--- src/rtl/timepulse_generator.sv ---
// One-hot memory-cycle timing pulse generator with run/halt control,
// single-cycle and single-pulse stepping, end-of-cycle strobe and cycle counter.
module timepulse_generator #(
    parameter int NUM_PULSES = 12,
    parameter int CNT_W      = 16
) (
    input  logic                  clk,
    input  logic                  reset,
    input  logic                  run,
    input  logic                  step_req,
    input  logic                  step_mode,
    output logic [NUM_PULSES-1:0] tp,
    output logic                  eoc,
    output logic                  busy,
    output logic [CNT_W-1:0]      cycle_count
);

    localparam int IDX_W = (NUM_PULSES > 2) ? $clog2(NUM_PULSES) : 1;
    localparam logic [IDX_W-1:0] LAST = IDX_W'(NUM_PULSES - 1);

    typedef enum logic [1:0] {
        IDLE  = 2'd0,
        RUN   = 2'd1,
        CYC   = 2'd2,
        PULSE = 2'd3
    } state_t;

    state_t            state;
    state_t            state_next;
    logic [IDX_W-1:0]  idx;
    logic [IDX_W-1:0]  idx_next;
    logic [IDX_W-1:0]  idx_inc;
    logic              at_last;
    logic              count_inc;
    logic              emit_next;

    assign at_last = (idx == LAST);
    assign idx_inc = at_last ? '0 : idx + IDX_W'(1);

    // While emitting, idx is the pulse being driven this cycle; in IDLE it is
    // the resume point for the next request.
    always_comb begin
        state_next = state;
        idx_next   = idx;
        count_inc  = 1'b0;
        case (state)
            IDLE: begin
                if (run) begin
                    state_next = RUN;
                end else if (step_req) begin
                    state_next = step_mode ? PULSE : CYC;
                end
            end
            RUN: begin
                idx_next  = idx_inc;
                count_inc = at_last;
                if (at_last && !run) begin
                    state_next = IDLE;
                end
            end
            CYC: begin
                idx_next  = idx_inc;
                count_inc = at_last;
                if (at_last) begin
                    state_next = IDLE;
                end
            end
            PULSE: begin
                idx_next   = idx_inc;
                count_inc  = at_last;
                state_next = IDLE;
            end
            default: begin
                state_next = IDLE;
                idx_next   = '0;
            end
        endcase
    end

    assign emit_next = (state_next != IDLE);

    // Outputs are registered from the next-state view so each pulse is
    // visible during the cycle that state represents.
    always_ff @(posedge clk or posedge reset) begin
        if (reset) begin
            state       <= IDLE;
            idx         <= '0;
            tp          <= '0;
            eoc         <= 1'b0;
            busy        <= 1'b0;
            cycle_count <= '0;
        end else begin
            state <= state_next;
            idx   <= idx_next;
            tp    <= emit_next ? (NUM_PULSES'(1) << idx_next) : '0;
            eoc   <= emit_next && (idx_next == LAST);
            busy  <= emit_next;
            if (count_inc) begin
                cycle_count <= cycle_count + CNT_W'(1);
            end
        end
    end

endmodule

--- config.mk ---
export PLATFORM = sky130hd
export DESIGN_NAME = timepulse_generator
export DESIGN_NICKNAME = d
export VERILOG_FILES = /design/src/rtl/timepulse_generator.sv
export SDC_FILE = /design/constraint.sdc
export NUM_CORES = 1
export LEC_CHECK = 0
export ABC_AREA = 1
export CAP_MARGIN = 20
export CORE_UTILIZATION = 52
export CTS_BUF_LIST = sky130_fd_sc_hd__clkbuf_8
export DETAILED_ROUTE_END_ITERATION = 16
export PLACE_DENSITY = 0.77
export SETUP_SLACK_MARGIN = 0.02
export SLEW_MARGIN = 20
export SYNTH_ARGS = -nofsm -noshare
export SYNTH_HDL_FRONTEND = slang
export SYNTH_SLANG_ARGS = --single-unit
--- constraint.sdc ---
create_clock -name clk -period 1.6 [get_ports clk]
set_input_delay 0.16 -clock clk [delete_from_list [all_inputs] [get_ports clk]]
set_output_delay 0.16 -clock clk [all_outputs]
set_load 0.02 [all_outputs]
==> impl_results.md, run 1 <==
* Status: finished, final reports clean
* Final Slew Violations at 0
* H-tree levels at 2
* FMAX at 663 MHz
* Critical path capture point type: output port
* Dpl cell area at 2100 um^2
* Dpl cells at 269
* Slew margin rel. at 0.711
* DR vias at 1328
* Synthesized instance count at 189
* Final worst path period need at 1.51 ns
* CP startpoint kind: register
* Core area at 3080 um^2
* Routed len/inst at 12.1 um
* Setup slack after layout at 0.0918 ns
* CTS Buffer Depth at 2
* Root buffer cell: clkbuf_8
* Cell taking the most area after synthesis: dfrtp_1
* YS warnings at 0
* Number of global-route vias before repair at 1280
* Layout Cells excl Fill at 276
* RSZ-0062 raised after global routing: false
* DP Worst Slack at 0.129 ns
* Most frequent cells in the layout: 45 x nand2_1, 36 x dfrtp_1, 32 x clkdlybuf4s50_1
* Net count of the mapped netlist at 196
* Worst Path Buf+Inv at 1
* Cell area after synthesis at 1690 um^2
* Max Cap Viol at 0
* Largest net degree at the start of global routing at 37
* Fin nets at 239
* # IOs at 35
* PortBufs at 34
* Fin area at 2210 um^2
* Area share of the largest cell type after synthesis at 0.532
* Die width at 59.1 um
* DRC violation count after routing at 0
* Area contributors post-synth: dfrtp_1 53%, nand2_1 10%, nor2_1 5.8%
* Final Wtd Congestion at 0.804
* Fraction of layout cells with a size suffix above 1 at 0.147
* Diodes inserted at 0
* Setup TNS at 0 ns
* Count of cell types in the netlist at 21
* Worst-path clk slew at 0.07 ns
* Critical Setup Path Class: register to output port
* Slew @ Worst Pin at 0.434 ns
* Vias/cell at 4.81
* Postcts setup bufs at 0
* Tcrit/Tclk final at 0.943
* Iter 0 DRT Violations at 54
* DP Wirelength at 2480 um
* Post-synthesis sequential area ratio at 0.532
* Worst hold path class: primary input to asynchronous set/reset pin
* CP max stage delay at 0.63 ns
* Power per cell area at 1710 nW/um^2
* Post-Syn Area per Cell at 8.96 um^2
* Row count at 20
* Area grow syn2layout at 30.4%
* CTS tree: done
* Critical-path maximum fanout at 5
* Gr ovfl total at 0
* VDD IR max at 1.11 mV
* Yosys reg bits at 36
* # setup viols final at 0
* Initial Util at 0.550
* Setup Skew at 0.00451 ns
* Final WL at 3340 um
* Critical Path RT at 1.44 ns
* Clk sinks at 36
* Worst-Skew Late Latency at 0.28 ns
* DRT Pass-1 Iters at 4
* CP max stage cell: clkdlybuf4s50_1
* CTS buffer count at 5
* ANT nets after route at 0
* GRT Total Usage at 0.222
* First-pass GRT wire length at 5590 um
* Final Hold Fails at 0
* Commonest non-fill, non-tap cell in the layout: nand2_1
* Leak pwr at 1.05 nW
* Total power after layout at 3.77 mW
* Cell family with most CP delay: buffers and inverters
* Die Y at 59.1 um
* Antenna violations before repair at 0
* Die ar. at 3490 um^2
* Crit-path cells: clkdlybuf4s50_1
* Worst EP arrival at 1.35 ns
what timing repair did:
action / 4_1_cts / 5_1_grt
endpoints found under the setup margin: 0 / 12
hold buffers: 0 / 0
resized for setup: 0 / 3
where the power goes:
group          total [mW]  switching (mW)  leakage, nW  internal, mW
Sequential           1.33           0.183        0.477          1.15
Clock               0.678           0.295       0.0503         0.383
Combinational        1.76            1.09        0.525         0.669
Total                3.77            1.57         1.05          2.20
area by class of cell:
type | instances | area [um^2]
flip-flops and latches | 36 | 901
multi-input cells | 130 | 706
inverters | 23 | 88.8
well taps | 44 | 55.1
clock buffers | 7 | 96.3
repair buffers | 36 | 360
fillers | 241 | 871
sequential cells by signal, summed over array words and instances (netlist names):
name	count
cycle_count	16
tp	12
idx	4
state	2
busy	1
eoc	1
synth_stat cells, drive strengths merged:
master   n
o21ai    3
xnor2    5
ha       2
xor2     6
inv     23
a21oi    1
nand4    3
nand3b   1
dfrtp   36
nand2   53
nor2    36
nor3     1
nand3   19
metal layers:
| metal | wire [um] | global-route usage | vias up |
|---|---|---|---|
| met1 | 1390 | 0.245 | 624 |
| li1 | - | - | 668 |
| met2 | 1780 | 0.393 | 31 |
| met3 | 128 | 0.0786 | 5 |
| met4 | 35 | 0.0850 | 0 |
| met5 | 0 | 0 | - |
worst paths after layout:
path | start | to | slack (ns) | cells after the start
setup / recovery | cycle_count[11] | cycle_count[11] | 0.09 | 1
min in group clk | step_req | state[1] | 0.51 | 3
max in group asynchronous | reset | state[1] | 1.03 | 3
setup reg to reg | idx[1] | cycle_count[11] | 0.16 | 7
hold reg to reg | cycle_count[4] | cycle_count[4] | 0.52 | 1
hold / removal | reset | tp[10] | 0.27 | 3
cell families after synthesis:
family / count (synthesis) / share of synthesized area
buf+inv: 23 / 0.0525
fa+ha+maj: 2 / 0.0148
xor+xnor: 11 / 0.0569
simple gates: 113 / 0.327
compound gates: 4 / 0.0163
flops: 36 / 0.532
metrics by stage:
stage	util	hold WS [ns]
finish	0.717	0.270
global route	0.717	0.332
CTS	0.715	0.279
detailed placement	0.683	0.508
global placement	0.683	0.501
floorplan	-	0.323
No activity file was read; power rests on OpenSTA's default activity.
==> inputs of run 2 (changes only) <==
CORE_ASPECT_RATIO = 0.6   (was default)
==> run 2 against run 1 <==
Against the previous run: final area increased by 3.8%; sequential power barely moved; highest routed layer unchanged; clock skew up 0.0017 ns; critical path type unchanged; critical path depth is the same; non-clock buffer count unchanged; die area is 0.22% higher; first-iteration DRC count down 3.7%; sequential cell count unchanged; power increased by 14%; worst hold slack better by 0.00053 ns; final cell count fell by 0.36%.
==> impl_results.md, run 2 (synthesis results as in run 1) <==
* Status: finished, final reports clean (unchanged)
* Top Registers: cycle_count: 16 flops, tp: 12 flops, idx: 4 flops (unchanged)
* Slew margin rel. at 0.711 (about the same)
* Cell family with most CP delay: buffers and inverters (unchanged)
* Row count at 15 (was 20)
* Vias/cell at 5.06 (was 4.81)
* Routed len/inst at 12.4 um (was 12.1 um)
* CTS buffer count at 5 (unchanged)
* Number of global-route vias before repair at 1267 (was 1280)
* Setup Skew at 0.00625 ns (was 0.00451 ns)
* ANT nets after route at 0 (unchanged)
* PortBufs at 34 (unchanged)
* Largest register FFs at 16 (unchanged)
* Fin nets at 239 (unchanged)
* Critical Path RT at 1.44 ns (about the same)
* Antenna violations before repair at 0 (unchanged)
* CP max stage cell: clkdlybuf4s50_1 (unchanged)
* FF-to-FF path depth at 8 (was 7)
* Final Slew Violations at 0 (unchanged)
* Critical Setup Path Class: register to output port (unchanged)
* # setup viols final at 0 (unchanged)
* Root buffer cell: clkbuf_8 (unchanged)
* CP max stage delay at 0.64 ns (was 0.63 ns)
* Core area at 2980 um^2 (was 3080 um^2)
* GRT Total Usage at 0.225 (was 0.222)
* Final hold slack at 0.271 ns (was 0.270 ns)
* Leak pwr at 1.10 nW (was 1.05 nW)
* Final core occ at 0.768 (was 0.717)
* CTS tree: done (unchanged)
* Power per cell area at 1880 nW/um^2 (was 1710 nW/um^2)
* Worst EP arrival at 1.36 ns (was 1.35 ns)
* RSZ-0062 raised after global routing: false (unchanged)
* Worst Path Buf+Inv at 1 (unchanged)
* VDD IR max at 1.28 mV (was 1.11 mV)
* Clk sinks at 36 (unchanged)
* Area grow syn2layout at 35.3% (was 30.4%)
* Most frequent cells in the layout: 45 x nand2_1, 36 x dfrtp_1, 31 x clkdlybuf4s50_1 (was 45 x nand2_1, 36 x dfrtp_1, 32 x clkdlybuf4s50_1)
* Critical-path maximum fanout at 5 (unchanged)
* CTS Buffer Depth at 2 (unchanged)
* Setup slack after layout at 0.0794 ns (was 0.0918 ns)
* Die ar. at 3500 um^2 (was 3490 um^2)
* Tcrit/Tclk final at 0.950 (was 0.943)
* DRC violation count after routing at 0 (unchanged)
* Critical Path Stages at 1 (unchanged)
* Final WL at 3400 um (was 3340 um)
* DP Wirelength at 2370 um (was 2480 um)
* Crit-path cells: clkdlybuf4s50_1 (unchanged)
* First-pass GRT wire length at 5590 um (unchanged)
* Commonest non-fill, non-tap cell in the layout: nand2_1 (unchanged)
* Initial Util at 0.567 (was 0.550)
* DP Worst Slack at 0.116 ns (was 0.129 ns)
* DR vias at 1391 (was 1328)
* Gr ovfl total at 0 (unchanged)
* Largest Register: cycle_count (unchanged)
* Max Cap Viol at 0 (unchanged)
* CP startpoint kind: register (unchanged)
* Final Hold Fails at 0 (unchanged)
* Die width at 75.7 um (was 59.1 um)
* Final worst path period need at 1.52 ns (was 1.51 ns)
* Die Y at 46.2 um (was 59.1 um)
* # IOs at 35 (unchanged)
* Postcts setup bufs at 0 (unchanged)
* Worst hold path class: primary input to asynchronous set/reset pin (unchanged)
* Largest net degree at the start of global routing at 37 (unchanged)
* Total power after layout at 4.31 mW (was 3.77 mW)
* H-tree levels at 2 (unchanged)
* Worst-path clk slew at 0.08 ns (was 0.07 ns)
* Fill cell count at 196 (was 241)
* Slew @ Worst Pin at 0.434 ns (about the same)
* FMAX at 658 MHz (was 663 MHz)
* Setup TNS at 0 ns (unchanged)
* Fraction of layout cells with a size suffix above 1 at 0.150 (was 0.147)
* DRT Pass-1 Iters at 4 (unchanged)
* Critical path capture point type: output port (unchanged)
* Worst-Skew Late Latency at 0.29 ns (was 0.28 ns)
* Diodes inserted at 0 (unchanged)
* Iter 0 DRT Violations at 52 (was 54)
* Final Wtd Congestion at 0.772 (was 0.804)
[run 2: changes by cell type in the layout (fill, tap and decap cells not counted)]
cell | before | now
nand2_8 | 0 | 1
clkbuf_8 | 7 | 5
dlymetal6s2s_1 | 2 | 3
o21ai_4 | 0 | 1
nand2_2 | 6 | 5
bufinv_16 | 0 | 3
clkdlybuf4s50_1 | 32 | 31
o21ai_2 | 2 | 1
[run 2: routing by layer]
metal | vias up | wire length, um | global-route usage
met4 | 0 | 71 | 0.104
met3 | 9 | 178 | 0.0722
met2 | 42 | 1600 | 0.357
met5 | - | 0 | 0
met1 | 664 | 1550 | 0.284
li1 | 676 | - | -
[run 2: repair_timing]
item,4_1_cts,5_1_grt
setup endpoints to repair,0,10
gates resized for setup,0,7
hold buffers,0,0
[run 2: power by group]
part           internal (mW)  leakage [nW]  switching, mW  total, mW
Clock                  0.780        0.0784          0.344       1.12
Sequential              1.15         0.477          0.184       1.33
Combinational          0.709         0.548           1.15       1.86
Total                   2.64          1.10           1.68       4.31
[run 2: worst paths after layout]
kind	startpoint	to	slack (ns)
worst max-delay path	cycle_count[11]	cycle_count[11]	0.08
worst min-delay path	reset	tp[2]	0.27
worst max register to register	idx[0]	tp[11]	0.14
worst min register to register	cycle_count[8]	cycle_count[8]	0.52
max in group asynchronous	reset	idx[1]	1.02
min in group clk	step_req	state[1]	0.50
[run 2: area by class of cell]
cell class,count,area [um^2],area share
Sequential cell,36,901,0.393
Multi-Input combinational cell,130,727,0.317
Timing Repair Buffer,36,363,0.158
Clock inverter,3,90.1,0.0393
Inverter,23,88.8,0.0388
Clock buffer,5,68.8,0.0300
Tap cell,42,52.6,0.0229
[run 2: metrics by stage]
step	instance area (um^2)	cells
after floorplan	1690	189
after global placement	2100	267
after detailed placement	2100	267
after CTS	2260	275
after global routing	2290	275
final	2290	275
==> inputs of run 3 (changes only) <==
PLACE_DENSITY = 0.86   (was 0.77)
==> run 3 against run 2 <==
Against the previous run: first-iteration DRC count rose by 81%; critical path depth did not move; wire length fell by 1.6%; global-route usage fell by 1.0 points; sequential power barely moved; worst hold slack improved by 0.0016 ns; sequential share of layout area rose by 1.6 points; final area fell by 3.9%; clock-buffer cell count rose by 1; via count fell by 0.79%; final cell count did not move; critical path type unchanged; highest routed layer unchanged.
==> impl_results.md, run 3 (synthesis results as in run 1) <==
* Die Y at 46.2 um (unchanged)
* Commonest non-fill, non-tap cell in the layout: nand2_1 (unchanged)
* Worst-path clk slew at 0.07 ns (was 0.08 ns)
* RSZ-0062 raised after global routing: true (was false)
* First-pass GRT wire length at 5150 um (was 5590 um)
* FMAX at 665 MHz (was 658 MHz)
* Die ar. at 3500 um^2 (unchanged)
* CTS Buffer Depth at 2 (unchanged)
* Critical-path maximum fanout at 5 (unchanged)
* Final Wtd Congestion at 0.802 (was 0.772)
* DRC violation count after routing at 0 (unchanged)
* Tcrit/Tclk final at 0.940 (was 0.950)
* CTS buffer count at 5 (unchanged)
* CP startpoint kind: register (unchanged)
* Critical Setup Path Class: register to output port (unchanged)
* Number of global-route vias before repair at 1180 (was 1267)
* Leak pwr at 1.05 nW (was 1.10 nW)
* Total power after layout at 3.77 mW (was 4.31 mW)
* Worst-Skew Late Latency at 0.29 ns (about the same)
* Setup Skew at 0.00739 ns (was 0.00625 ns)
* Fin nets at 239 (unchanged)
* Critical path capture point type: output port (unchanged)
* Root buffer cell: clkbuf_8 (unchanged)
* Diodes inserted at 0 (unchanged)
* GRT Total Usage at 0.215 (was 0.225)
* # setup viols final at 0 (unchanged)
* Worst Path Buf+Inv at 1 (unchanged)
* CTS tree: done (unchanged)
* PortBufs at 34 (unchanged)
* Reg-to-Reg End: tp[5] (was tp[11])
* Top Registers: cycle_count: 16 flops, tp: 12 flops, idx: 4 flops (unchanged)
* VDD IR max at 1.15 mV (was 1.28 mV)
* H-tree levels at 2 (unchanged)
* Final WL at 3350 um (was 3400 um)
* Most frequent cells in the layout: 45 x nand2_1, 36 x dfrtp_1, 32 x clkdlybuf4s50_1 (was 45 x nand2_1, 36 x dfrtp_1, 31 x clkdlybuf4s50_1)
* Iter 0 DRT Violations at 94 (was 52)
* Die width at 75.7 um (unchanged)
* # IOs at 35 (unchanged)
* Final core occ at 0.738 (was 0.768)
* Slew margin rel. at 0.710 (was 0.711)
* DP Wirelength at 2390 um (was 2370 um)
* Power per cell area at 1710 nW/um^2 (was 1880 nW/um^2)
* Final Hold Fails at 0 (unchanged)
* FF-to-FF path depth at 8 (unchanged)
* Final Slew Violations at 0 (unchanged)
* Reg2reg setup slack at 0.11 ns (was 0.14 ns)
* CTS hold repair buffers at 0 (unchanged)
* Vias/cell at 5.02 (was 5.06)
* DR vias at 1380 (was 1391)
* CP max stage cell: clkdlybuf4s50_1 (unchanged)
* Worst EP arrival at 1.34 ns (was 1.36 ns)
* Gr ovfl total at 0 (unchanged)
* Routed len/inst at 12.2 um (was 12.4 um)
* Largest net degree at the start of global routing at 37 (unchanged)
* Slew @ Worst Pin at 0.435 ns (was 0.434 ns)
* Initial Util at 0.567 (unchanged)
* Critical Path RT at 1.44 ns (about the same)
* Postcts setup bufs at 0 (unchanged)
* Setup TNS at 0 ns (unchanged)
* Max Cap Viol at 0 (unchanged)
* Status: finished, final reports clean (unchanged)
* ANT nets after route at 0 (unchanged)
* Fill cell count at 208 (was 196)
* Cell family with most CP delay: buffers and inverters (unchanged)
* DRT Pass-1 Iters at 4 (unchanged)
* Row count at 15 (unchanged)
* CP max stage delay at 0.63 ns (was 0.64 ns)
* Final worst path period need at 1.50 ns (was 1.52 ns)
* Final hold slack at 0.272 ns (was 0.271 ns)
* Fraction of layout cells with a size suffix above 1 at 0.150 (unchanged)
* Clk sinks at 36 (unchanged)
* Antenna violations before repair at 0 (unchanged)
* Core area at 2980 um^2 (unchanged)
* Area grow syn2layout at 30.0% (was 35.3%)
* Worst hold path class: primary input to asynchronous set/reset pin (unchanged)
* Largest Register: cycle_count (unchanged)
* Largest register FFs at 16 (unchanged)
* Crit-path cells: clkdlybuf4s50_1 (unchanged)
* Reg-to-reg startpoint: idx[1] (was idx[0])
-- run 3: worst max path at each step --
stage / from / end / slack, ns / cells after the start
after floorplan: idx[0] / tp[1] / 0.26 / 6
after global placement: idx[0] / tp[9] / 0.16 / 6
after detailed placement: idx[0] / tp[1] / 0.13 / 6
after CTS: cycle_count[2] / cycle_count[2] / 0.04 / 1
after global routing: idx[1] / cycle_count[12] / -0.008 / 9
final: cycle_count[3] / cycle_count[3] / 0.1 / 1
-- run 3: final cells by class --
type                    instances  area, um^2  share of cell area
clock buffers                   6        82.6              0.0375
clock inverters                 2        10.0             0.00455
inverters                      23        88.8              0.0404
multi-input cells             130         706               0.321
flip-flops and latches         36         901               0.409
well taps                      42        52.6              0.0239
repair buffers                 36         360               0.164
-- run 3: layer usage --
layer,global-route usage,vias to the layer above,wire [um]
li1,-,669,-
met1,0.270,653,1500
met2,0.334,50,1570
met3,0.0832,8,210
met4,0.0963,0,63
met5,0,-,0
-- run 3: worst min-delay path, cell delays in order --
cell	delay, ns
clkdlybuf4s50_1	0.40
inv_1	0.05
buf_4	0.38
-- run 3: through the flow --
step,std cells,setup WS (ns),area (um^2)
global placement,267,0.158,2100
global route,275,-0.00799,2200
floorplan,189,0.257,1690
CTS,275,0.0444,2190
finish,275,0.0958,2200
detailed placement,267,0.127,2100
-- run 3: power breakdown --
group	internal, mW	total (mW)	switching (mW)	leakage (nW)
Combinational	0.671	1.78	1.10	0.526
Clock	0.343	0.664	0.320	0.0510
Sequential	1.15	1.33	0.186	0.477
-- run 3: repair_timing --
item | in CTS | in global routing
endpoints found under the hold margin | 0 | 0
endpoints found under the setup margin | 0 | 3
resized for setup | 0 | 3
==> variant: new RTL, settings of run 1 <==
Make the reset (`reset`) synchronous in one clocked block.
--- a/src/rtl/timepulse_generator.sv
+++ b/src/rtl/timepulse_generator.sv
@@ -83,3 +83,3 @@
     // visible during the cycle that state represents.
-    always_ff @(posedge clk or posedge reset) begin
+    always_ff @(posedge clk) begin
         if (reset) begin
Check against the original RTL: differs if reset is asserted again (counterexample within 4 cycles, from zero or initial values and one cycle with reset high); with reset held inactive, the same outputs for 10 cycles.
==> variant against run 1 <==
- clock skew up 1.1 ps
- worst setup slack improved by 1.1 ps
- routed wire length fell by 2.5%
- non-clock buffer count increased by 2
- register-to-register slack worse by 30 ps
- cell area decreased by 7.1%
- via count is 5.7% higher
- synthesized area is 8.3% lower
- sequential cell count unchanged
Power is not compared: it rests on default switching activity, and its combinational part moved more than twofold at a synthesized area within 25%.
==> variant: results (changes against run 1) <==
| Metric | Value |
|---|---|
| Status | `completed` |
| Yosys top cell area share | `46.4% (-6.8 points)` |
| Slew Limit Headroom | `79.5% (+8.4 points)` |
| Net Count, Synth | `214 (+9.2%)` |
| CLK BUF | `5 (-2)` |
| Multi-input gates | `140 (+7.7%)` |
| First-pass GRT wire length | `5600 um (+0.11%)` |
| Inverters | `28 (+22%)` |
| Hpwl dp | `2390 um (-3.6%)` |
| Fin cells | `281 (+1.8%)` |
| Synthesized area per cell | `7.50 um^2 (-16%)` |
| Area contributors post-synth | `dfxtp_1 (46%), nand2_1 (10%), nor2_1 (8.7%), nand3_1 (6.1%), inv_1 (6.0%)` |
| Multi-input gate share of total cell area | `35.0% (+3.1 points)` |
| Post-synthesis compound-gate area fraction | `6.93% (+5.3 points)` |
| Non-clock buffering overhead | `18.1% (+1.7 points)` |
| Ys async rst share | `0% (-100 points)` |
| Filler cells | `216 (-10%)` |
| Post-Synth XOR/XNOR Area | `1.13% (-4.6 points)` |
| Adder-cell area share of the yosys netlist | `1.61% (+0.13 points)` |
| Reg-to-Reg Start | `idx[1]` |
| Placed cell areas | `1950 um^2 (-7.5%)` |
| Register area | `722 um^2 (-20%)` |
| Vias in the first global route | `1356 (+5.9%)` |
| Netlist cell types | `27 (+29%)` |
| Worst R2R Setup Slack | `130 ps (-30 ps)` |
| Commonest cells post-synth | `nand2_1 (42), dfxtp_1 (36), nor2_1 (36), inv_1 (25), nand3_1 (19)` |
| Worst Setup SP | `cycle_count[5]` |
| Global placement routability congestion | `0.775 (-3.6%)` |
| Layout net count | `256 (+7.1%)` |
| WL/cell | `11.6 um (-4.2%)` |
| Fraction of layout cells with a size suffix above 1 | `12.0% (-2.7 points)` |
| Gr usage total | `22.4% (+0.13 points)` |
[variant: changes by cell type after synthesis, sizes merged, moves of 4 or more]
| cell | change |
|---|---|
| a21oi | +9 |
| dfrtp | -36 |
| dfxtp | +36 |
| inv | +5 |
| nand2 | -10 |
| nor2 | +4 |
| o21ai | +4 |
| xnor2 | -4 |
| xor2 | -5 |
[variant: layer usage]
metal / vias up / GRT usage (%) / share of wire, %
met4: 0 / 8.36 / 2.1
met5: - / 0 / 0
met2: 27 / 41.2 / 51
met3: 9 / 6.91 / 3.1
met1: 628 / 23.5 / 44
li1: 740 / - / -
[variant: through the flow]
step / setup WS [ps] / total power (W) / hold WS [ps] / utilization [%]
floorplan: 200 / 0.00111 / 399 / -
global placement: 117 / 0.00118 / 476 / 70.0
detailed placement: 37.5 / 0.00118 / 489 / 70.0
CTS: 24.2 / 0.00183 / 501 / 73.3
global route: 4.41 / 0.00188 / 521 / 73.7
finish: 92.9 / 0.00182 / 496 / 73.7
